<file path="config.mk">
export PLATFORM = sky130hd
export DESIGN_NAME = fir_feeder
export DESIGN_NICKNAME = d
export VERILOG_FILES = /design/src/rtl/fir_feeder.sv
export SDC_FILE = /design/constraint.sdc
export NUM_CORES = 1
export LEC_CHECK = 0
export ABC_AREA = 0
export BUFFER_PORTS_ARGS = -buffer_cell sky130_fd_sc_hd__buf_2
export CORE_MARGIN = 2
export CORE_UTILIZATION = 38
export DETAILED_ROUTE_END_ITERATION = 12
export PLACE_DENSITY = 0.58
export SYNTH_ARGS = -nofsm -noshare
export SYNTH_HDL_FRONTEND = slang
export SYNTH_SLANG_ARGS = --single-unit
export TNS_END_PERCENT = 1
</file>
<file path="constraint.sdc">
create_clock -name clk -period 3.85 [get_ports clk]
set_clock_uncertainty 0.15 [all_clocks]
set_input_delay 0.385 -clock clk [delete_from_list [all_inputs] [get_ports clk]]
set_output_delay 0.385 -clock clk [all_outputs]
set_load 0.1 [all_outputs]
</file>
<file path="src/rtl/fir_feeder.sv">
// Feeds buffered 8-bit samples to an external FIR one at a time.
// Each FIR result is captured on the rising edge of fir_done, and a FIR that never completes is aborted after a timeout.
module fir_feeder #(
  parameter int DEPTH   = 4,
  parameter int TIMEOUT = 64
) (
  input  logic               clk,
  input  logic               rst,
  input  logic               in_valid,
  input  logic signed [7:0]  in_data,
  output logic               in_ready,
  output logic signed [7:0]  fir_x,
  output logic               fir_start,
  input  logic               fir_done,
  input  logic signed [15:0] fir_y,
  output logic               out_valid,
  output logic signed [15:0] out_data,
  input  logic               out_ready,
  output logic [15:0]        sample_cnt,
  output logic               err
);

  localparam int AW = $clog2(DEPTH);
  localparam int TW = $clog2(TIMEOUT + 1);
  localparam logic [AW:0]   FULL  = (AW+1)'(DEPTH);
  localparam logic [TW-1:0] TLAST = TW'(TIMEOUT - 1);

  typedef enum logic [1:0] {S_IDLE, S_ISSUE, S_WAIT} state_t;

  state_t            state;
  logic signed [7:0] mem [DEPTH];
  logic [AW-1:0]     wptr, rptr;
  logic [AW:0]       count;
  logic [TW-1:0]     tcnt;
  logic              done_q;
  logic              push, pop;

  assign in_ready = !rst && (count < FULL);
  assign push     = in_valid && in_ready;
  // Popping only when the result slot is free or draining means a capture never overwrites an unconsumed result.
  assign pop      = (state == S_IDLE) && (count != '0) && (!out_valid || out_ready);

  always_ff @(posedge clk) begin
    if (push) mem[wptr] <= in_data;
  end

  always_ff @(posedge clk) begin
    if (rst) begin
      wptr  <= '0;
      rptr  <= '0;
      count <= '0;
    end else begin
      if (push) wptr <= wptr + 1'b1;
      if (pop)  rptr <= rptr + 1'b1;
      case ({push, pop})
        2'b10:   count <= count + 1'b1;
        2'b01:   count <= count - 1'b1;
        default: count <= count;
      endcase
    end
  end

  always_ff @(posedge clk) begin
    if (rst) begin
      state      <= S_IDLE;
      fir_x      <= '0;
      fir_start  <= 1'b0;
      out_valid  <= 1'b0;
      out_data   <= '0;
      sample_cnt <= '0;
      err        <= 1'b0;
      tcnt       <= '0;
      done_q     <= 1'b0;
    end else begin
      done_q    <= fir_done;
      fir_start <= 1'b0;
      if (out_valid && out_ready) out_valid <= 1'b0;
      case (state)
        S_IDLE: begin
          if (pop) begin
            fir_x     <= mem[rptr];
            fir_start <= 1'b1;
            state     <= S_ISSUE;
          end
        end
        S_ISSUE: begin
          tcnt  <= '0;
          state <= S_WAIT;
        end
        S_WAIT: begin
          // Only a fresh edge counts, so a done level left over from the previous operation is ignored.
          if (fir_done && !done_q) begin
            out_data   <= fir_y;
            out_valid  <= 1'b1;
            sample_cnt <= sample_cnt + 1'b1;
            state      <= S_IDLE;
          end else if (tcnt == TLAST) begin
            err   <= 1'b1;
            state <= S_IDLE;
          end else begin
            tcnt <= tcnt + 1'b1;
          end
        end
        default: state <= S_IDLE;
      endcase
    end
  end

endmodule

</file>
## After elaboration in Yosys (flattened, before gate mapping)

Memory sizes are Yosys's and may differ from the RTL's. A register that Yosys moved wholly into a read port is not among the register bits.
Index checks and enable logic that the tools add are counted.

- RAM bits: 32
- Register bits: 52
- Memories kept: 1
- Output and inout bits: 44
- Input port bits: 29

- Reduce and logical (&&, ||, !) cells: 20
- Bitwise operators: 2
- Equal/unequal tests: 9
- Magnitude comparators: 1
- Mux-type cells: 14
- Add/subtract/negate cells: 6

Memory list:

| name | words | width | rd ports | clocked after Yosys merged registers in | wr ports | line | RTL |
|---|---|---|---|---|---|---|---|
| mem | 4 | 8 | 1 | 1 | 1 | 31 | `logic signed [7:0] mem [DEPTH];` |

Operators by type and width:

| cell | count |
|---|---|
| $add A16 B1 Y16 const B | 1 |
| $mux W7 | 2 |
| $pmux W7 S2 | 1 |
| $add A7 B1 Y7 const B | 1 |
| $eq A7 B6 Y1 const B | 1 |
| $logic_and A1 B1 Y1 | 6 |
| $mux W1 | 6 |
| $mux W2 | 3 |
| $ne A2 B2 Y1 const B | 3 |
| $pmux W2 S3 | 1 |
| $pmux W3 S2 | 1 |
| $reduce_and A2 Y1 | 3 |
| $reduce_and A3 Y1 | 2 |
| $add A2 B1 Y2 const B | 2 |
| $eq A2 B1 Y1 const B | 2 |
| $eq A2 B2 Y1 const B | 2 |
| $reduce_bool A2 Y1 | 2 |
| $add A3 B1 Y3 const B | 1 |
| $logic_not A1 Y1 | 3 |
| $lt A3 B3 Y1 const B | 1 |
| $ne A3 B3 Y1 const B | 1 |
| $reduce_bool A3 Y1 | 1 |
| $sub A3 B1 Y3 const B | 1 |
| $logic_not A2 Y1 | 1 |
| other kinds (3) | 4 |

## Longest topological paths before layout

Gate-level depths: netlist of run 1.

- Depth after elaboration: 5
- Depth in mapped cells: 10

## Worst setup path after synthesis of run 1

OpenSTA, ideal clock, no wires.

- Path type: input to register
- Start: input rst
- End: register count[2]
- Required time: 3630 ps
- Library setup time: 70 ps
- Buffers on the path: 0
- Data arrival time: 3052 ps
- Stages: 9
- Slack: 577 ps
- Cells stage by stage: nor2_1 > and2_1 > inv_1 > ha_1 > inv_1 > fa_1 > xor2_1 > or3_1 > a21oi_1

- Cells in the longest elaborated chain, start to end: 5

RTL lines:

| what | line | RTL |
|---|---|---|
| from (decl) | 8 | `input logic rst,` |
| $logic_not A1 Y1 | 38 | `assign in_ready = !rst && (count < FULL);` |
| $logic_and A1 B1 Y1 | 38 |  |
| $logic_and A1 B1 Y1 | 39 | `assign push = in_valid && in_ready;` |
| $eq A2 B1 Y1 or $eq A2 B2 Y1 (tied branches) | 55 | `case ({push, pop})` |
| $pmux W3 S2 or $reduce_bool A2 Y1 (tied branches) | -- |  |
| to (signal assigned) | 56 | `2'b10: count <= count + 1'b1;` |
| to (signal assigned) | 57 | `2'b01: count <= count - 1'b1;` |
| to (signal assigned) | 58 | `default: count <= count;` |
| to (decl) | 33 | `logic [AW:0] count;` |

Parallel ways exist; a longest one is shown, timed or not.
A chain may end at the register's enable or synchronous reset.

## Worst setup path in the final report of run 1

- Start: register state[0]
- End: register count[2]

- Cells in the longest elaborated chain, start to end: 5

RTL lines:

| what | line | RTL |
|---|---|---|
| from (decl) | 30 | `state_t state;` |
| from (signal assigned) | 65 | `state <= S_IDLE;` |
| from (signal assigned) | 83 | `state <= S_ISSUE;` |
| from (signal assigned) | 88 | `state <= S_WAIT;` |
| $logic_not A2 Y1 (*) | 41 | `assign pop = (state == S_IDLE) && (count != '0) && (!out_valid \|\| out_ready);` |
| $logic_and A1 B1 Y1 (*) (2 in a row) | 41 |  |
| via pop | 36 | `logic push, pop;` |
| $eq A2 B1 Y1 or $eq A2 B2 Y1 (tied branches) | 55 |  |
| $pmux W3 S2 or $reduce_bool A2 Y1 (tied branches) | -- |  |

The timed path passes the listed nets; every way through them passes the cells marked *.

==> run summary, run 1 <==
outcome -> complete, no violations
Site Rows -> 36
met2 wire length -> 3.32 mm
drt drc -> 0
placed cells -> 543
PD cells -> 598 nW/um2
VDD IR-drop max -> 0.353 mV
Seq/Total Area, Yosys -> 57.2%
setup_tns -> 0 ps
antenna violations before repair -> 0
Sw Ratio -> 39.0%
Slew @ Worst Pin -> 661 ps
CTS root buffer -> clkbuf_8
top-level port count -> 73
vias in the first global route -> 2,500
CP Launch Type -> flip-flop
placed cell area -> 4240 um2
Slew HR -> 55.9%
worst setup margin -> 1070 ps
final WL -> 7.37 mm
final slew viol count -> 0
Initial DRC Count -> 116
Post-Syn Nets -> 394
core box area -> 9730 um2
Mapped Avg Cell Area -> 10.7 um2
TritonRoute pass-1 iters -> 4
HP Class -> in -> reg
Final Cell Area -> 4430 um2
arrival time at the worst endpoint -> 2920 ps
number of CTS-inserted buffers -> 9
clk buf depth -> 2
CP Cell Sequence -> inv_1 > ha_1 > nand3_1 > inv_2 > ha_1 > inv_1 > fa_1 > xor2_1 > or3_1 > a21oi_1
synth unique cells -> 46
DP HPWL -> 5.04 mm
post-DR vias/cell -> 4.87
endpoints failing setup -> 0
Pint -> 1.61 mW
Starting Density -> 38.8%
Final Net Count -> 461
GRT Util Overall -> 14.1%
RSZ-0062 raised after global routing -> no
Post-CTS Hold Buffers -> 0
post-CTS sizing -> 0
Final Hold Fails -> 0
Synth Cell Area -> 3780 um2
max cap viols -> 0
clock sinks -> 92
Final min period -> 2780 ps
WP data required -> 3990 ps
Routed WL per cell -> 13.2 um
dpl ws -> 1010 ps
die outline width -> 104 um
Final Cycle Share -> 72.3%
final total power -> 2.65 mW
H-tree depth -> 3
clock latency at the later pin of the worst-skew pair -> 360 ps
combinational power share -> 32.7%
Final Util -> 45.5%
die height -> 104 um
Clk pwr share -> 23.1%
Post-synth EDFFs -> 32
Switch Pwr -> 1.03 mW
Post-CTS Repair Setup Buffers -> 0
Async SR Flop Fraction -> 0%
Yosys warnings -> 0
grt ovf -> 0
Routed met3 length -> 521 um
CP Max Fanout -> 11
max layer used -> met4
area delta synth->final -> 17.2%
input/output buffers -> 72
Die Area -> 10,800 um2
# diodes -> 0
global-route wire length before repair -> 12.2 mm
Worst setup EP type -> flip-flop
met1 wire length -> 3.46 mm
Most used DFF post-synth -> dfxtp_1
GP Congestion -> 0.751
max incr delay on CP -> 370 ps
Pleak -> 1.71 nW
Crit-path slowest cell -> fa_1
Reg clk slew, reported paths -> 90 ps
layout cells sized above 1 -> 24.4%
largest net degree at the start of global routing -> 67
commonest non-fill, non-tap cells in the layout -> buf_2 (72), dfxtp_1 (60), nand2_1 (58)
Flop pwr share -> 44.2%
CP Buf/Inv Count -> 3
FF+latch count, synth -> 92
kind of cell adding the most delay to the critical path -> adder cells
Worst Setup Path Type -> reg -> reg
Mapped Cells -> 354
fin cells -> 559
final hold slack -> 84.4 ps
most common cell after layout, fill and taps aside -> buf_2
FMAX -> 359 MHz
DRT antenna net count -> 0
Vias -> 2,721
CTS tree -> yes
cells in the mapped netlist (2+ instances only):
library cell,n,area share [%]
nor2b_1,5,0.83
mux2_2,2,0.60
or3_1,8,1.3
nand4_1,7,1.2
nor3_1,3,0.40
ha_1,10,3.3
edfxtp_1,32,25
and2_1,4,0.66
dfxtp_1,60,32
xor2_1,6,1.4
o31ai_1,2,0.40
inv_1,11,1.1
and3_1,6,0.99
a31oi_1,6,0.99
a21oi_1,37,4.9
xnor2_1,7,1.6
mux4_2,8,4.8
nand3_1,8,1.1
o21ai_0,6,0.79
buf_1,3,0.30
clkbuf_1,8,0.79
buf_2,6,0.79
nand2b_1,8,1.3
nor2_1,21,2.1
and4b_1,2,0.53
nand2_1,58,5.8
area by class of cell:
type	instances	area, um2
well taps	133	166
repair buffers	73	368
multi-input cells	233	1500
flip-flops and latches	92	2160
clock buffers	11	153
inverters	12	45.0
clock inverters	5	33.8
fillers	931	5300
logic make-up (layout without fill, tap and decap cells):
logic type / count (synthesis) / in the layout / synth area share, %
buffers and inverters: 29 / 101 / 3.08
XOR/XNOR: 13 / 13 / 3.01
flip-flops: 92 / 92 / 57.2
AO/OA/AOI/OAI: 58 / 58 / 8.58
multiplexers: 11 / 11 / 5.63
adder cells (fa/ha/maj): 11 / 11 / 3.84
AND/OR/NAND/NOR: 140 / 140 / 18.6
registers in the layout, summed over array words and instances, names as in the netlist, 2 cells and up:
signal and cells:
count 3, mem 32, rptr 2, sample_cnt 16, state 2, out_data 16, tcnt 7, fir_x 8
wptr 2
power by group through the flow:
stage / Clock, mW / Sequential (mW) / Combinational, mW
6_report: 0.611 / 1.17 / 0.866
5_1_grt: 0.672 / 1.19 / 0.939
4_1_cts: 0.635 / 1.18 / 0.876
3_5_place_dp: 0 / 1.20 / 0.874
3_3_place_gp: 0 / 1.19 / 0.862
2_1_floorplan: 0 / 1.47 / 0.448
final timing paths:
kind	start	end	slack [ps]	cells past startpoint
worst max-delay path	state[0]	count[2]	1070	10
worst min-delay path	in_data[4]	mem[3][4]	80	1
worst min register to register	out_data[2]	out_data[2]	300	2
worst max register to register	state[0]	count[2]	1070	10
metal layers:
metal | GRT usage [%] | vias to the layer above
met5 | 0 | -
met4 | 4.63 | 0
met3 | 5.10 | 6
met2 | 21.8 | 75
met1 | 18.6 | 1267
li1 | - | 1373
(Power assumes the default switching activity.)
==> run 2: changes to the inputs <==
Clock period 3.85 ns to 2.7 ns, I/O delays scaled along.
==> run summary, run 2 (same netlist as run 1, synthesis figures left out) <==
Die Area -> 10,800 um2
WP depth -> 10
die outline width -> 104 um
Final Hold Fails -> 0
CP Launch Type -> flip-flop
fin cells -> 587
CP Cell Sequence -> inv_1 > ha_1 > nand3_1 > inv_2 > ha_1 > inv_1 > fa_1 > xor2_1 > or3_1 > a21oi_1
core box area -> 9730 um2
GP Congestion -> 0.748
CP Max Fanout -> 4
PD cells -> 846 nW/um2
Worst Setup Path Type -> reg -> reg
input/output buffers -> 72
setup_tns -> 0 ps
CP Buf/Inv Count -> 3
Reg clk slew, reported paths -> 90 ps
reg-to-reg startpoint -> state[0]
max cap viols -> 0
worst r2r path cells -> 10
Final min period -> 2230 ps
die height -> 104 um
CP Capture Point -> count[2]
CP Launch Point -> state[0]
Starting Density -> 38.8%
grt ovf -> 0
grt met2 use -> 23.9%
GR Layer Usage met1 -> 20.9%
kind of cell adding the most delay to the critical path -> adder cells
Final Util -> 48.6%
Site Rows -> 36
layout cells sized above 1 -> 23.8%
Crit-path slowest cell -> fa_1
WP data required -> 2840 ps
most common cell after layout, fill and taps aside -> buf_2
GRT Util Overall -> 15.6%
r2r setup slk -> 470 ps
TritonRoute pass-1 iters -> 4
final WL -> 7.86 mm
antenna violations before repair -> 0
post-CTS sizing -> 0
commonest non-fill, non-tap cells in the layout -> buf_2 (72), dfxtp_1 (60), nand2_1 (58)
top-level port count -> 73
Vias -> 2,799
clock latency at the later pin of the worst-skew pair -> 370 ps
most flop-heavy register -> mem
number of CTS-inserted buffers -> 9
area delta synth->final -> 25.2%
global-route wire length before repair -> 13.2 mm
gr busiest metal -> met2
RR Endpoint -> count[2]
DRT antenna net count -> 0
outcome -> complete, no violations
clock sinks -> 92
max incr delay on CP -> 370 ps
CTS root buffer -> clkbuf_8
Slew @ Worst Pin -> 678 ps
Post-CTS Hold Buffers -> 24
HP Class -> in -> reg
final slew viol count -> 0
endpoints failing setup -> 0
RSZ-0062 raised after global routing -> no
largest registers -> mem (32), out_data (16), sample_cnt (16)
vias in the first global route -> 2,672
largest net degree at the start of global routing -> 67
Post-CTS Repair Setup Buffers -> 0
CTS tree -> yes
H-tree depth -> 3
post-DR vias/cell -> 4.77
drt drc -> 0
VDD IR-drop max -> 0.503 mV
WHS Path Cells -> 2
Pleak -> 1.84 nW
FMAX -> 448 MHz
Slew HR -> 54.7%
M3 GR Usage -> 5.22%
Initial DRC Count -> 155
Routed WL per cell -> 13.4 um
arrival time at the worst endpoint -> 2380 ps
DP HPWL -> 5.10 mm
clk buf depth -> 2
final hold slack -> 50.2 ps
Final Cycle Share -> 82.7%
placed cells -> 547
# diodes -> 0
Worst setup EP type -> flip-flop
max reg flops -> 32
Final Net Count -> 489
## run 2: cell types whose count changed in the layout (fill, tap and decap cells not counted)
cell / delta
clkbuf_1: +1
nor2_1: -1
bufinv_16: +2
clkinvlp_4: -1
clkbuf_16: -1
nor2_2: +1
buf_4: +4
clkinv_2: -2
dlygate4sd3_1: +24
clkinv_4: +1
## run 2: final cells by class
type                       count  area (um2)
fill                         895        5000
sequential                    92        2160
multi-input combinational    233        1500
timing repair buffer         101         638
tap                          133         166
clock buffer                  11         131
clock inverter                 5        85.1
inverter                      12        45.0
## run 2: worst min-delay path by stage
stage,start,endpoint,slack (ps)
3_3_place_gp,out_data[1],out_data[1],290
6_report,fir_done,done_q,50
4_1_cts,fir_done,done_q,40
2_1_floorplan,in_data[0],mem[0][0],220
5_1_grt,fir_done,done_q,40
3_5_place_dp,fir_x[3],fir_x[3],300
## run 2: through the flow
step / area, um2 / setup slack [ps] / total power, mW
global route: 4730 / 305 / 4.24
finish: 4730 / 467 / 4.00
floorplan: 3780 / 23.9 / 2.73
global placement: 4270 / 533 / 3.00
CTS: 4730 / 453 / 4.06
detailed placement: 4270 / 481 / 3.02
## run 2: power breakdown
group | switching [mW] | internal (mW) | total [mW]
Combinational | 0.919 | 0.408 | 1.33
Sequential | 0.107 | 1.56 | 1.67
Clock | 0.480 | 0.527 | 1.01
## run 2: metal layers
| layer | vias to the layer above | routed length (um) |
|---|---|---|
| met5 | - | 0 |
| met4 | 0 | 104 |
| met3 | 9 | 398 |
| met2 | 70 | 3520 |
| met1 | 1284 | 3840 |
| li1 | 1436 | - |
